[src/rtl/alu_share_arbiter.sv]
// Round-robin share of one combinational ALU between two valid/ready requesters; one op in flight.
// Latency: accept at edge N, response valid from N+1; the response holds and no request is taken while resp_ready is low.
module alu_share_arbiter #(
    parameter int WIDTH = 32,
    parameter int OPW   = 5
) (
    input  logic             clk,
    input  logic             reset,

    input  logic             req0_valid,
    output logic             req0_ready,
    input  logic [WIDTH-1:0] req0_a,
    input  logic [WIDTH-1:0] req0_b,
    input  logic [OPW-1:0]   req0_op,

    input  logic             req1_valid,
    output logic             req1_ready,
    input  logic [WIDTH-1:0] req1_a,
    input  logic [WIDTH-1:0] req1_b,
    input  logic [OPW-1:0]   req1_op,

    output logic             resp_valid,
    input  logic             resp_ready,
    output logic             resp_id,
    output logic [WIDTH-1:0] resp_result,
    output logic             resp_zero,
    output logic             resp_err,

    output logic [WIDTH-1:0] alu_input1,
    output logic [WIDTH-1:0] alu_input2,
    output logic [OPW-1:0]   alu_control,
    input  logic [WIDTH-1:0] alu_result,
    input  logic             alu_zero,

    output logic [31:0]      op_count
);

    typedef enum logic [1:0] {
        S_IDLE = 2'd0,
        S_EXEC = 2'd1,
        S_RESP = 2'd2
    } state_t;

    localparam logic [OPW-1:0] OP_MIN = OPW'(1);
    localparam logic [OPW-1:0] OP_MAX = OPW'(13);

    state_t           r_state;
    logic             r_prio;
    logic [WIDTH-1:0] r_a;
    logic [WIDTH-1:0] r_b;
    logic [OPW-1:0]   r_op;
    logic             r_id;

    logic             r_resp_valid;
    logic             r_resp_id;
    logic [WIDTH-1:0] r_resp_result;
    logic             r_resp_zero;
    logic             r_resp_err;
    logic [31:0]      r_op_count;

    logic             w_idle;
    logic             w_grant0;
    logic             w_grant1;
    logic             w_op_illegal;

    // Readies stay low through the reset cycle regardless of the current state.
    assign w_idle   = !reset && (r_state == S_IDLE);
    assign w_grant0 = w_idle && req0_valid && (!req1_valid || !r_prio);
    assign w_grant1 = w_idle && req1_valid && (!req0_valid ||  r_prio);

    assign w_op_illegal = (r_op < OP_MIN) || (r_op > OP_MAX);

    assign req0_ready  = w_grant0;
    assign req1_ready  = w_grant1;

    assign alu_input1  = r_a;
    assign alu_input2  = r_b;
    assign alu_control = r_op;

    assign resp_valid  = r_resp_valid;
    assign resp_id     = r_resp_id;
    assign resp_result = r_resp_result;
    assign resp_zero   = r_resp_zero;
    assign resp_err    = r_resp_err;
    assign op_count    = r_op_count;

    always_ff @(posedge clk) begin
        if (reset) begin
            r_state       <= S_IDLE;
            r_prio        <= 1'b0;
            r_a           <= '0;
            r_b           <= '0;
            r_op          <= '0;
            r_id          <= 1'b0;
            r_resp_valid  <= 1'b0;
            r_resp_id     <= 1'b0;
            r_resp_result <= '0;
            r_resp_zero   <= 1'b0;
            r_resp_err    <= 1'b0;
            r_op_count    <= '0;
        end else begin
            case (r_state)
                S_IDLE: begin
                    if (w_grant0) begin
                        r_a     <= req0_a;
                        r_b     <= req0_b;
                        r_op    <= req0_op;
                        r_id    <= 1'b0;
                        r_prio  <= 1'b1;
                        r_state <= S_EXEC;
                    end else if (w_grant1) begin
                        r_a     <= req1_a;
                        r_b     <= req1_b;
                        r_op    <= req1_op;
                        r_id    <= 1'b1;
                        r_prio  <= 1'b0;
                        r_state <= S_EXEC;
                    end
                end
                S_EXEC: begin
                    // Illegal codes report a clean zero result whatever the ALU produced.
                    r_resp_valid  <= 1'b1;
                    r_resp_id     <= r_id;
                    r_resp_err    <= w_op_illegal;
                    r_resp_result <= w_op_illegal ? '0 : alu_result;
                    r_resp_zero   <= w_op_illegal ? 1'b1 : alu_zero;
                    r_state       <= S_RESP;
                end
                S_RESP: begin
                    if (resp_ready) begin
                        r_resp_valid <= 1'b0;
                        r_op_count   <= r_op_count + 32'd1;
                        r_state      <= S_IDLE;
                    end
                end
                default: begin
                    r_state <= S_IDLE;
                end
            endcase
        end
    end

endmodule

[config.mk]
export PLATFORM = sky130hd
export DESIGN_NAME = alu_share_arbiter
export DESIGN_NICKNAME = d
export VERILOG_FILES = /design/src/rtl/alu_share_arbiter.sv
export SDC_FILE = /design/constraint.sdc
export NUM_CORES = 1
export LEC_CHECK = 0
export CORE_ASPECT_RATIO = 1.2
export CORE_UTILIZATION = 39
export CTS_CLUSTER_SIZE = 10
export DETAILED_ROUTE_END_ITERATION = 10
export PLACE_DENSITY = 0.77
export SYNTH_ARGS = -nofsm -noshare
export SYNTH_HDL_FRONTEND = slang
export SYNTH_SLANG_ARGS = --single-unit
[constraint.sdc]
create_clock -name clk -period 2.3 [get_ports clk]
set_input_delay 0.23 -clock clk [delete_from_list [all_inputs] [get_ports clk]]
set_output_delay 0.23 -clock clk [all_outputs]
set_load 0.02 [all_outputs]
==> results of run 1 <==
[area by class of cell]
cell class | instances | area share, %
flip-flops and latches | 141 | 28.9
inverters | 8 | 0.308
repair buffers | 333 | 34.0
well taps | 175 | 2.24
diodes | 1 | 0.0256
clock buffers | 21 | 4.72
multi-input cells | 492 | 27.6
clock inverters | 11 | 2.18
[per-layer routing]
| metal | global-route usage, % | routed length [µm] | vias up |
|---|---|---|---|
| li1 | - | - | 3070 |
| met1 | 29.9 | 7940 | 2825 |
| met2 | 43.2 | 9680 | 224 |
| met3 | 10.4 | 1840 | 29 |
| met4 | 9.14 | 425 | 0 |
| met5 | 0 | 0 | - |
[layout by cell type (no fill, tap or decap), types with 9 or more instances in the layout]
| cell | count |
|---|---|
| sky130_fd_sc_hd__o21ai_0 | 10 |
| sky130_fd_sc_hd__o31ai_1 | 12 |
| sky130_fd_sc_hd__a311oi_1 | 69 |
| sky130_fd_sc_hd__a22oi_1 | 32 |
| sky130_fd_sc_hd__clkdlybuf4s50_1 | 313 |
| sky130_fd_sc_hd__dfxtp_1 | 141 |
| sky130_fd_sc_hd__or4_1 | 13 |
| sky130_fd_sc_hd__nand2_1 | 152 |
| sky130_fd_sc_hd__buf_4 | 17 |
| sky130_fd_sc_hd__nand3_1 | 9 |
| sky130_fd_sc_hd__a21oi_1 | 23 |
| sky130_fd_sc_hd__clkbuf_16 | 17 |
| sky130_fd_sc_hd__nor2_1 | 116 |
[worst min-delay path, cell delays in order]
cell                      delay [ns]
sky130_fd_sc_hd__buf_4          0.10
sky130_fd_sc_hd__nor3_4         0.05
sky130_fd_sc_hd__nand3_4        0.08
sky130_fd_sc_hd__inv_1          0.06
sky130_fd_sc_hd__nor3_1         0.14
[registers in the layout, indices dropped and copies added, names as in the netlist, 2 cells and up]
register / cells
alu_input1: 32
alu_input2: 32
op_count: 32
resp_result: 32
alu_control: 5
r_state: 2
[kinds of logic after synthesis]
family,Yosys count,share of synthesized area [%]
AND/OR/NAND/NOR,333,25.0
AO/OA/AOI/OAI,147,19.2
flip-flops,141,49.0
buffers and inverters,68,4.78
XOR/XNOR,10,1.52
multiplexers,1,0.174
adder cells (fa/ha/maj),1,0.217
[worst max path at each step]
stage	to	slack (ns)	from
floorplan	op_count[22]	0.17	op_count[0]
global placement	op_count[22]	0.05	resp_ready
detailed placement	op_count[30]	0.01	resp_ready
CTS	req1_ready	0.02	r_state[1]
global route	req1_ready	0.02	r_state[1]
finish	req1_ready	0.1	r_state[1]
[power by group through the flow]
stage / sequential [mW] / clock, mW / combinational, mW
final: 2.75 / 3.13 / 1.47
after global routing: 2.77 / 3.28 / 1.57
after CTS: 2.74 / 3.18 / 1.47
after detailed placement: 2.79 / 0 / 1.46
after global placement: 2.79 / 0 / 1.46
after floorplan: 3.00 / 0 / 0.437
[per-stage QoR]
stage	setup slack (ns)	std cells	util (%)
after floorplan	0.172	701	-
after global placement	0.0484	1149	63.0
after detailed placement	0.0149	1149	63.0
after CTS	0.0188	1181	67.7
after global routing	0.0197	1181	67.7
final	0.0972	1182	67.7
[repair_timing]
| item | CTS | global route |
|---|---|---|
| pin swaps | 0 | 0 |
| setup endpoints to repair | 2 | 1 |
| gates resized for setup | 1 | 1 |
==> summary by stage, run 1 <==
Outcome
The run finished with clean final reports.

Global routing
The number of global-route vias before repair is 5,830. The wire length of the first global-routing pass is 30.4 mm. After global routing the overflow that remains totals 0.

The initial antenna violation count is 2. Global routing used 25.9% of the available tracks. Entering global routing, the biggest net connects 141 pins.

Critical path
The number of stages on the worst setup path is 4. The largest individual stage delay along the critical path comes from the cell sky130_fd_sc_hd__clkdlybuf4s50_1. The category of the worst setup path capture point is an output port. The critical path goes through nor3_4 > nand3_2 > inv_2 > clkdlybuf4s50_1. The class of the most critical setup path is register to output port. The worst setup path is launched from a register. The worst register-to-register path begins at op_count[1]. For flop-to-flop paths, the worst setup slack is roughly 0.21 ns.

The critical path contains buffers and inverters numbering 2 combined. Among cell families on the critical path, the largest total delay comes from buffers and inverters. The data required time at the worst endpoint is 2.07 ns. The end of the worst register-to-register path is op_count[22]. Of all nets on the critical path, the largest fanout is 6. The largest single stage delay on the critical path is 0.66 ns. The worst-case reg-to-reg path depth is 6. The data arrival time of the critical path is 1.97 ns.

Logic synthesis
The cell taking the most area after synthesis is sky130_fd_sc_hd__dfxtp_1. After synthesis, the most frequently instantiated cells are sky130_fd_sc_hd__nand2_1 (152), sky130_fd_sc_hd__dfxtp_1 (141), sky130_fd_sc_hd__nor2_1 (116). The most frequently used cell type in the post-synthesis netlist is sky130_fd_sc_hd__nand2_1. The netlist uses 38 different library cells. In this run, synthesis inferred 0 flip-flops with an integrated enable. Sorting the synthesized cells by area gives the leading types as sky130_fd_sc_hd__dfxtp_1 (49%), sky130_fd_sc_hd__a311oi_1 (10%), sky130_fd_sc_hd__nand2_1 (9.9%). The count of warnings emitted by yosys is 0. The synthesized flop and latch total is 141.

The sequential-to-total area share from yosys stat is 49.0%. The number of nets produced by synthesis is 878. The most instantiated flip-flop cell in the synthesis netlist is sky130_fd_sc_hd__dfxtp_1. After synthesis, the largest area contributor takes up 49.0% of total cell area.

The cell area that synthesis handed to floorplanning was 0.00576 mm². After synthesis, the share of flip-flops with an asynchronous set or reset is 0%. Each instance of the synthesized netlist takes up on average 8.21 µm². The number of instances in the synthesized netlist is roughly 700.

CTS
The later-pin clock latency in the skew report is 0.42 ns. CTS built an H-tree with a depth of 4. The buffer depth of the longest clock path is 2. The CTS tree is built. In this run the clock root is driven by a sky130_fd_sc_hd__clkbuf_16.

Clock tree synthesis inserted a total of 17 buffers. The number of hold buffers added after CTS was 0. In this run the post-CTS setup repair buffer count came out at 0. CTS saw 141 sinks. The register clock-pin slew on the reported worst setup and hold paths is 0.05 ns.

STA
The transition time at the pin with the least slew margin is ~0.85 ns. The number of setup violations in the final report is 0. The setup TNS after final layout is 0 ns. The max-slew violation count was 0.

The worst slew margin relative to its limit is 43.2%. The number of endpoints with negative hold slack in the final report is 0. Static timing analysis puts the maximum clock frequency at 454 MHz. Hold is met by 0.300 ns.

After layout, the minimum clock period comes to 2.20 ns. The clock arrives with between 0.008 and 0.009 ns of skew. Setup repair after global routing left no endpoint under its margin.

The portion of the clock cycle consumed by the worst path in the final layout is 95.8%.

Die
The count of standard-cell rows is 48. The width of the chip is 113 µm. Pin placement for this block handled 315 I/O pins.

The area of the core is 0.0144 mm². The die height is around 140 µm. Once the floorplan was initialized, standard cells occupied 39.9% of the core. The die covers approximately 0.015 mm².

Flow run
The total of max-cap violations is 0.

Cells and area
The final layout contains 1,170 nets. The sequential cell area is 0.00282 mm². The layout filler cell count is ~1,200. In the final layout, the share of cells above drive strength 1 is 6.06%. The synthesis-to-layout area growth is 69.6%. The area of the multi-input gates is 0.00270 mm². The final cell area excluding filler cells is 0.00976 mm².

Detailed routing
For this block, the routed nets add up to 19.9 mm of wire. Across all layers, the routed design uses 6,148 vias. The first-iteration detailed-routing DRC count is about 320. The length of the first detailed-routing pass in iterations is 4. After detailed routing, the number of vias per cell comes to 5.20.

The remaining routing DRC violations is 0. The count of nets left with antenna violations once routing finished came out at 0. The average detailed-routed wire length per instance is ~17 µm.

Worst hold path
The startpoint of the tightest hold check path is reset. The tightest min-delay check is of the primary input to register type. The path with the worst hold slack has its endpoint at r_id. Counting instances, the worst hold path has a depth of 5.

Power and ir drop
Combinational logic is responsible for 20.0% of the overall power. In this run the static leakage power is between 3 and 4 nW. Sequential cells account for a little under two fifths of the total power. Summing internal, switching and leakage power gives around 7.3 mW. The internal power summed over all cells is about 5.5 mW. The switching part of the total is 25.6%. VDD sags by at most 0.000486 V. In this run, the clock network consumes 42.6% of the power. Dividing total power by cell area gives a power density of 752 mW/mm². The net load switching power is approximately 1.9 mW.

Place
The placed instances occupy a cell area of 0.00908 mm². Buffers placed on the I/O ports in this run total 314. The congestion estimate from routability-driven global placement came to 0.777. After legalization and detailed placement, the total HPWL measured between 10 and 15 mm.
Power figures use the tool's default switching activity.
==> run 2, diff against run 1 <==
--- a/config.mk
+++ b/config.mk
@@ -5,11 +5,12 @@
 export SDC_FILE = /design/constraint.sdc
 export NUM_CORES = 1
 export LEC_CHECK = 0
+export ABC_AREA = 1
 export CORE_ASPECT_RATIO = 1.2
-export CORE_UTILIZATION = 39
+export CORE_UTILIZATION = 41
 export CTS_CLUSTER_SIZE = 10
 export DETAILED_ROUTE_END_ITERATION = 10
-export PLACE_DENSITY = 0.77
+export PLACE_DENSITY = 0.78
 export SYNTH_ARGS = -nofsm -noshare
 export SYNTH_HDL_FRONTEND = slang
 export SYNTH_SLANG_ARGS = --single-unit
==> run 2 against run 1 <==
Effect of this change:
- design area rose by 5.1%
- power is 0.22% higher
- clock skew up 0.0018 ns
- via count is 14% higher
- global-route usage grew 0.77 points
- worst hold slack improved by 0.028 ns
- sequential cell count did not move
- highest routed layer unchanged
- die area rose by 4.5%
- final cell count increased by 21%
- utilization up 0.57 points
- sequential power is essentially flat
- largest power group unchanged
- wire length grew 4.7%
==> summary by stage, run 2 <==
STA
The number of endpoints with negative hold slack in the final report came to 0 (unchanged). The setup TNS after final layout is 0 ns (unchanged). The number of setup violations in the final report came to 0 (unchanged).

The portion of the clock cycle consumed by the worst path in the final layout is 94.0% (was 95.8%). The maximum clock skew at final layout is 0.00981 ns (was 0.00804 ns). The transition time at the pin with the least slew margin is 0.803 ns (was 0.852 ns). The time the final worst path needs with I/O delays and setup is 2.16 ns (was 2.20 ns).

The worst slew margin relative to its limit is 46.4% (was 43.2%). The final worst hold slack is 0.328 ns (was 0.300 ns). Setup repair after global routing missed its margin: no (unchanged). The highest clock frequency the design can meet is 462 MHz (was 454 MHz). The max-slew violation count is 0 (unchanged).

Detailed routing
The remaining routing DRC violations was 0 (unchanged). The highest routing layer actually used is met4 (unchanged). The post-detailed-route count of antenna-violating nets came to 0 (unchanged). The average detailed-routed wire length per instance was 14.5 µm (was 16.8 µm).

The wire length on met1 was 7.89 mm (was 7.94 mm). The met3 layer wire length in the routed design is 1.78 mm (was 1.84 mm). The first-iteration detailed-routing DRC count is 511 (was 321).

The number of vias after detailed routing is 7,002 (was 6,148). The length of the first detailed-routing pass in iterations is 5 (was 4). The wire length on met2 is 10.4 mm (was 9.68 mm). The post-detailed-route via-to-cell ratio was 4.89 (was 5.20).

The wire length reported by the detailed router is 20.8 mm (was 19.9 mm).

Logic synthesis
The number of enable flip-flop cells after synthesis was 0 (unchanged). The count of warnings emitted by yosys came to 0 (unchanged). The mean cell area of the mapped netlist is 6.86 µm² (was 8.21 µm²). The count of cell types in the netlist is 31 (was 38).

Dominant cells by area after synthesis: sky130_fd_sc_hd__dfxtp_1 (45%), sky130_fd_sc_hd__nand2_1 (12%), sky130_fd_sc_hd__a21oi_1 (9.6%) (was sky130_fd_sc_hd__dfxtp_1 (49%), sky130_fd_sc_hd__a311oi_1 (10%), sky130_fd_sc_hd__nand2_1 (9.9%)). Top cell types by occurrence after synthesis: sky130_fd_sc_hd__nand2_1 (203), sky130_fd_sc_hd__dfxtp_1 (141), sky130_fd_sc_hd__a21oi_1 (121) (was sky130_fd_sc_hd__nand2_1 (152), sky130_fd_sc_hd__dfxtp_1 (141), sky130_fd_sc_hd__nor2_1 (116)). The synthesized flop and latch total was 141 (unchanged). The cell taking the most area after synthesis is sky130_fd_sc_hd__dfxtp_1 (unchanged).

The number of instances in the synthesized netlist is 922 (was 701). The netlist area before placement is 0.00633 mm² (was 0.00576 mm²). The most frequently used cell type in the post-synthesis netlist is sky130_fd_sc_hd__nand2_1 (unchanged).

The sequential-to-total area share from yosys stat is 44.6% (was 49.0%). The async set or reset register ratio after synthesis is 0% (unchanged). The number of nets produced by synthesis is 1,099 (was 878).

The most instantiated flip-flop cell in the synthesis netlist is sky130_fd_sc_hd__dfxtp_1 (unchanged). The area share of the largest cell type after synthesis is 44.6% (was 49.0%).

Place
The standard cell area after detailed placement is 0.00960 mm² (was 0.00908 mm²). The half-perimeter wire length of the detailed placement result was 15.0 mm (was 13.6 mm). The number of buffer cells added on primary ports is 314 (unchanged). The final RePlAce weighted congestion was 0.917 (was 0.777).

Cells and area
The final cell area excluding filler cells is 0.0103 mm² (was 0.00976 mm²). The ratio of cells with drive above 1 in the final layout is 4.89% (was 6.06%). The synthesis-to-layout area growth is 62.2% (was 69.6%). The number of nets in the layout is 1,392 (was 1,170). Top library cells by usage in the layout, fill and taps aside: sky130_fd_sc_hd__clkdlybuf4s50_1 (312), sky130_fd_sc_hd__nand2_1 (203), sky130_fd_sc_hd__dfxtp_1 (141), sky130_fd_sc_hd__a21oi_1 (121), sky130_fd_sc_hd__inv_1 (116) (was sky130_fd_sc_hd__clkdlybuf4s50_1 (313), sky130_fd_sc_hd__nand2_1 (152), sky130_fd_sc_hd__dfxtp_1 (141), sky130_fd_sc_hd__nor2_1 (116), sky130_fd_sc_hd__a311oi_1 (69)). The commonest non-fill, non-tap cell in the layout is sky130_fd_sc_hd__clkdlybuf4s50_1 (unchanged). The final design utilization is 68.3% (was 67.7%). The layout filler cell count was 1,309 (was 1,181). The antenna diode count is 0 (was 1).

CTS
The number of clock sinks seen by CTS came to 141 (unchanged). The number of levels the H-tree was split into was 4 (unchanged). The number of hold buffers added after CTS came to 0 (unchanged). The number of buffers added for setup after CTS is 0 (unchanged).

The CTS tree is built (unchanged). The count of cells resized by post-cts repair is 0 (was 1). The clock root buffer master is sky130_fd_sc_hd__clkbuf_16 (unchanged).

The buffer depth of the longest clock path is 2 (unchanged). The later-pin clock latency in the skew report was 0.42 ns (about the same). The TritonCTS buffer count came to 17 (unchanged). The register clock-pin slew on the reported worst setup and hold paths is 0.06 ns (was 0.05 ns).

Critical path
Critical Path, Cell by Cell: nor3_2 > nand2_4 > inv_2 > clkdlybuf4s50_1 (was nor3_4 > nand3_2 > inv_2 > clkdlybuf4s50_1). The top fanout value on the critical path is 4 (was 6). The worst stage delay on the critical path was 0.63 ns (was 0.66 ns). The worst-case reg-to-reg path depth is 8 (was 6).

The cell family with the largest share of critical-path delay was buffers and inverters (unchanged). The critical path buffer and inverter count is 2 (unchanged). The endpoint of the most critical setup path is req0_ready (was req1_ready). The category of the worst setup path capture point was an output port (unchanged). The data arrival time of the critical path is 1.93 ns (was 1.97 ns). The class of the most critical setup path is register to output port (unchanged). The end of the worst register-to-register path is op_count[28] (was op_count[22]).

The data required time at the worst endpoint came to 2.07 ns (about the same). The number of stages on the worst setup path is 4 (unchanged). The first element of the critical path is r_state[1] (unchanged). The slack of the worst reg-to-reg path came to 0.63 ns (was 0.21 ns). The type of element launching the critical path is a register (unchanged).

The launching point of the worst reg2reg path was op_count[1] (unchanged). The cell at the slowest stage of the critical path was sky130_fd_sc_hd__clkdlybuf4s50_1 (unchanged).

Die
The die area is 0.0159 mm² (was 0.0153 mm²). The count of standard-cell rows is 49 (was 48). The area of the core came to 0.0150 mm² (was 0.0144 mm²). The starting density of the core is 42.1% (was 39.9%). The width of the chip came to 115 µm (was 113 µm). The number of top-level pins is 315 (unchanged).

The die height is 138 µm (was 135 µm).

Global routing
The wire length of the first global-routing pass is 33.3 mm (was 30.4 mm). The number of global-route vias before repair is 6,701 (was 5,830). The total global-route track usage is 26.6% (was 25.9%). The pin count of the biggest net entering global routing was 124 (was 141). The initial antenna violation count is 0 (was 2). The leftover overflow at the end of global routing is 0 (unchanged).

Power and ir drop
The leakage dissipation is 3.99 nW (was 3.42 nW). The power per unit of standard cell area is 717 mW/mm² (was 752 mW/mm²). The maximum ir drop on the vdd rail is 0.000434 V (was 0.000486 V).

Outcome
Status: complete, no violations (unchanged).

Worst hold path
The type of the most critical hold path is primary input to register (unchanged).

Flow run
The total of max-cap violations was 0 (unchanged).
==> run 2: cell type report <==
type,instances,area [µm²],area share (%)
multi-input combinational,610,2800,27.3
inverter,121,455,4.44
timing repair buffer,324,3270,31.8
clock buffer,19,443,4.32
clock inverter,13,214,2.09
sequential,141,2820,27.5
tap,204,255,2.49
==> run 2: where the power goes <==
part | internal [mW] | switching, mW
clock | 1.96 | 1.09
combinational | 0.776 | 0.798
sequential | 2.63 | 0.101
==> run 2: worst min path at each step <==
stage,cells past startpoint,startpoint,to,slack [ns]
2_1_floorplan,2,alu_zero,resp_zero,0.35
5_1_grt,3,alu_result[10],resp_result[10],0.36
3_5_place_dp,2,resp_result[12],resp_result[12],0.45
3_3_place_gp,2,alu_input1[26],alu_input1[26],0.45
6_report,6,reset,r_id,0.33
4_1_cts,6,reset,r_id,0.32
==> run 2: metal layers <==
metal | vias up | GRT usage, %
li1 | 3554 | -
met1 | 3135 | 28.8
met2 | 265 | 46.4
met3 | 48 | 9.64
met4 | 0 | 10.7
met5 | - | 0
==> run 2: logic make-up after synthesis <==
logic type / Yosys count / synth area share (%)
buffers and inverters: 171 / 11.2
and+or+nand+nor: 327 / 21.4
xor gates and xnor gates: 2 / 0.277
AOI/OAI and AO/OA: 280 / 22.4
DFF: 141 / 44.6
adders and majority gates: 1 / 0.198
==> run 2: stage by stage <==
stage                     worst slack (ns)  std cells  power [mW]
final                                0.137       1432        7.36
after global placement               0.266       1400        4.34
after global routing                0.0625       1432        7.68
after floorplan                      0.793        922        3.54
after detailed placement             0.266       1400        4.36
after CTS                           0.0333       1432        7.43
==> run 2: tightest hold or removal path, stage by stage <==
cell and delay [ns]:
sky130_fd_sc_hd__buf_4 0.09, sky130_fd_sc_hd__nor3_2 0.05, sky130_fd_sc_hd__nand2_2 0.10, sky130_fd_sc_hd__inv_2 0.06, sky130_fd_sc_hd__a21oi_1 0.11, sky130_fd_sc_hd__nor2_1 0.04
==> RTL change 1: new RTL, flow settings as in run 1 <==
Set the parameter `OPW` to 6 (it was 5).
--- a/src/rtl/alu_share_arbiter.sv
+++ b/src/rtl/alu_share_arbiter.sv
@@ -3,5 +3,5 @@
 module alu_share_arbiter #(
     parameter int WIDTH = 32,
-    parameter int OPW   = 5
+    parameter int OPW   = 6
 ) (
     input  logic             clk,
Interface: changed (resized alu_control, req0_op and req1_op); port bits go from 315 to 318. The function was not compared with the original's and may differ.
==> RTL change 1 against run 1 <==
- sequential cell count increased by 1
- total power decreased by 5.0%
- final area increased by 0.46%
- maximum frequency increased by 1.2%
- setup slack improved by 0.026 ns
- wire length decreased by 1.1%
- area after synthesis increased by 1.7%
- critical path depth increased by 1
- highest routed layer unchanged
==> RTL change 1: results (changes against run 1) <==
Finish
  – Number of fill cells: 1213 (+2.7%)
  – Area occupied by registers: 2840 sq um (+0.75%)

Place
  – Dpl cells: 1188 (+3.4%)
  – Port Buf Inserts: 317 (+0.96%)
  – GP Congestion: 0.797 (+2.6%)
  – DP Worst Slack: -0.0938 ns (-0.109 ns)
  – Hpwl dp: 13400 um (-1.4%)

Worst setup path
  – Worst reg2reg setup slack: 0.12 ns (-0.09 ns)
  – Worst reg-to-reg path cell count: 5 (-1)

Run status
  – Status: complete, no violations

Global route
  – Global-route wire length before repair: 30700 um (+0.95%)
  – Number of global-route vias before repair: 6022 (+3.3%)
  – Routing usage on met1: 29.7% (-0.24 points)
  – Initial antenna violation count: 0 (-2)

Yosys
  – Post-synthesis sequential area ratio: 48.6% (-0.47 points)
  – Syn_nets: 892 (+1.6%)
  – Top post-synthesis cells by count: nand2_1, dfxtp_1, nor2_1

Pwr
  – Power in the clock group: 2.75 mW (-12%)
  – Combinational Power Share: 21.0% (+1.0 points)
  – Sw Ratio: 28.1% (+2.6 points)

Route
  – Routed WL: 19700 um (-1.1%)
  – Vias per cell: 5.21 (about the same)
  – Initial DRC count: 391 (+22%)
  – Routed wire per std cell: 16.1 um (-4.2%)

Hold path
  – WHS Endpoint: resp_zero

STA
  – Setup Skew: 0.0105 ns (+0.00248 ns)
RTL change 1: cell families (layout without fill, tap and decap cells):
logic type / count (synthesis) / in the layout / synth area share, %
xor+xnor: 9 / 9 / 1.35
compound gates: 144 / 144 / 18.7
other cells: 0 / 1 / 0
simple gates: 348 / 348 / 26.1
fa+ha+maj: 1 / 1 / 0.214
mux: 4 / 4 / 0.770
flops: 142 / 142 / 48.6
buf+inv: 65 / 372 / 4.34
RTL change 1: layout make-up:
type / count / area share, %
Inverter: 7 / 0.268
Sequential cell: 142 / 29.0
Tap cell: 200 / 2.55
Multi-Input combinational cell: 506 / 28.3
Clock inverter: 15 / 1.65
Timing Repair Buffer: 333 / 33.9
Clock buffer: 17 / 4.34
Antenna cell: 1 / 0.0255
RTL change 1: worst max-delay path: cells and delay by family, from the launching register on:
kind                   cells  cell delay [ns]
buffers and inverters      1             0.22
AND/OR/NAND/NOR            3             1.23
AO/OA/AOI/OAI              1             0.17
flip-flops                 1             0.47
==> RTL change 2: new RTL, config.mk and constraints of run 1 <==
Made on the original files. Put one more register stage on the output `op_count`, without a reset. The value now appears one clock later. The other outputs are not delayed to match.
--- a/src/rtl/alu_share_arbiter.sv
+++ b/src/rtl/alu_share_arbiter.sv
@@ -83,5 +83,7 @@
     assign resp_zero   = r_resp_zero;
     assign resp_err    = r_resp_err;
-    assign op_count    = r_op_count;
+    always_ff @(posedge clk) begin
+        op_count <= r_op_count;
+    end
 
     always_ff @(posedge clk) begin
Formal check against the unedited RTL: not equivalent (a bounded check fails within 4 cycles, from zero or initial values and one cycle with reset high).
==> RTL change 2 against run 1 <==
- clock skew grew 0.0059 ns
- sequential cell count grew 32
- area after synthesis grew 12%
- wire length grew 2.0%
- sequential share of layout area grew 4.3 points
- total power grew 3.9%
- final area grew 6.8%
- setup slack gained 0.12 ns
==> RTL change 2: results (changes against run 1) <==
Route
  – Met3 wire len: 1380 um (-25%)
  – Routed WL: 20300 um (+2.0%)
  – Met2 WL: 10100 um (+4.4%)
  – Met1 Wirelength: 8210 um (+3.4%)
  – Via count: 6402 (+4.1%)
  – Initial DRC count: 415 (+29%)

Run status
  – Status: complete, no violations

Finish
  – Area Overhead vs Synth: 61.2%
  – Number of clock buffers in the layout: 22 (+4.8%)
  – Non-clk bufs: 329 (-1.2%)
  – Inverters: 8 (unchanged)
  – Signal buf overhead: 31.8% (-2.2 points)
  – Clock-cell share: 5.60% (-1.3 points)
  – Multi-input logic cell count: 501 (+1.8%)
  – Finished Layout Cells: 1254 (+6.1%)
  – # diodes: 0 (-1)
  – Fraction of area in multi-input gates: 26.6% (-1.0 points)
  – Layout cells sized above 1: 5.28% (-0.79 points)
  – Number of fill cells: 1372 (+16%)

Hold path
  – WHS Endpoint: op_count[31]
  – Hold/Removal Path Class: flip-flop to flip-flop
  – Hold path depth: 0 (-5)
  – Hold Startpoint: r_op_count[31]

Die
  – Row count: 51 (+6.3%)

Pwr
  – Pint: 5.62 mW (+2.8%)
  – Max IR drop VDD: 479 uV (-1.5%)
  – Static Leak: 3.69 nW (+7.9%)

Yosys
  – Synth unique cells: 39 (+2.6%)
  – Syn_nets: 917 (+4.4%)
  – Cells after synthesis: 740 (+5.6%)
  – Synthesis-stage register bit count: 173 (+23%)
  – Post-synthesis sequential area ratio: 53.5% (+4.5 points)
  – Area contributors post-synth: dfxtp_1, a311oi_1, nand2_1

Worst setup path
  – RR Endpoint: r_op_count[28]
  – Crit Path Category: flip-flop to flip-flop
  – Critical Path Max Stage Delay: 0.57 ns (-0.09 ns)
  – Data arrival time of the critical path: 2.42 ns (+0.45 ns)
  – Worst reg2reg setup slack: 0.22 ns
  – Reg2reg start: r_op_count[0]
  – Largest delay contributor family on the critical path: simple AND/OR/NAND/NOR gates
  – Worst-path maximum fanout: 19 (+13)

STA
  – Setup Skew: 0.0139 ns (+0.00590 ns)
  – Hold Slack: 0.360 ns (+0.0600 ns)
  – Slew HR: 55.9% (+13 points)
  – Tcrit/Tclk final: 90.6% (-5.2 points)

Global route
  – Largest net degree at the start of global routing: 145 (+2.8%)
  – Global-route wire length before repair: 31100 um (+2.3%)
  – Number of global-route vias before repair: 6021 (+3.3%)
  – Met2 Usage GRT: 39.5% (-3.7 points)
  – GRT Util Overall: 23.4% (-2.5 points)
  – Initial antenna violation count: 0 (-2)
  – Routing usage on met1: 27.0% (-2.9 points)
  – Global routing usage on met3: 7.71% (-2.7 points)

Place
  – GP Congestion: 0.806 (+3.8%)
  – DP Worst Slack: 0.0372 ns (+0.0223 ns)
  – Dpl cells: 1223 (+6.4%)
  – Hpwl dp: 13800 um (+1.7%)
-- RTL change 2: cell types whose count changed in the layout (fill, tap and decap cells not counted), sizes merged, moves of 4 or more --
cell	delta
or3	-5
o21ai	-5
dfxtp	+32
buf	-4
nor2	+4
nor4	+4
mux2	+4
bufinv	-4
-- RTL change 2: power groups by stage --
stage               registers [mW]  clock network [mW]  logic [mW]
floorplan                     3.57                   0       0.442
global placement              3.36                   0        1.47
detailed placement            3.37                   0        1.48
CTS                           3.31                2.90        1.48
global route                  3.33                3.05        1.58
finish                        3.30                2.86        1.47
-- RTL change 2: logic make-up after synthesis --
kind of cell               count (synthesis)  share of synthesized area (%)
buffers and inverters                     66                           4.04
adders and majority gates                  1                          0.193
AOI/OAI and AO/OA                        141                           16.7
muxes                                      5                          0.851
and+or+nand+nor                          345                           23.4
DFF                                      173                           53.5
xor gates and xnor gates                   9                           1.22
-- RTL change 2: what timing repair did --
action                                  in CTS  in global routing
endpoints found under the setup margin       2                  0
gates resized for setup                      2                  0
buffers inserted                             0                  0
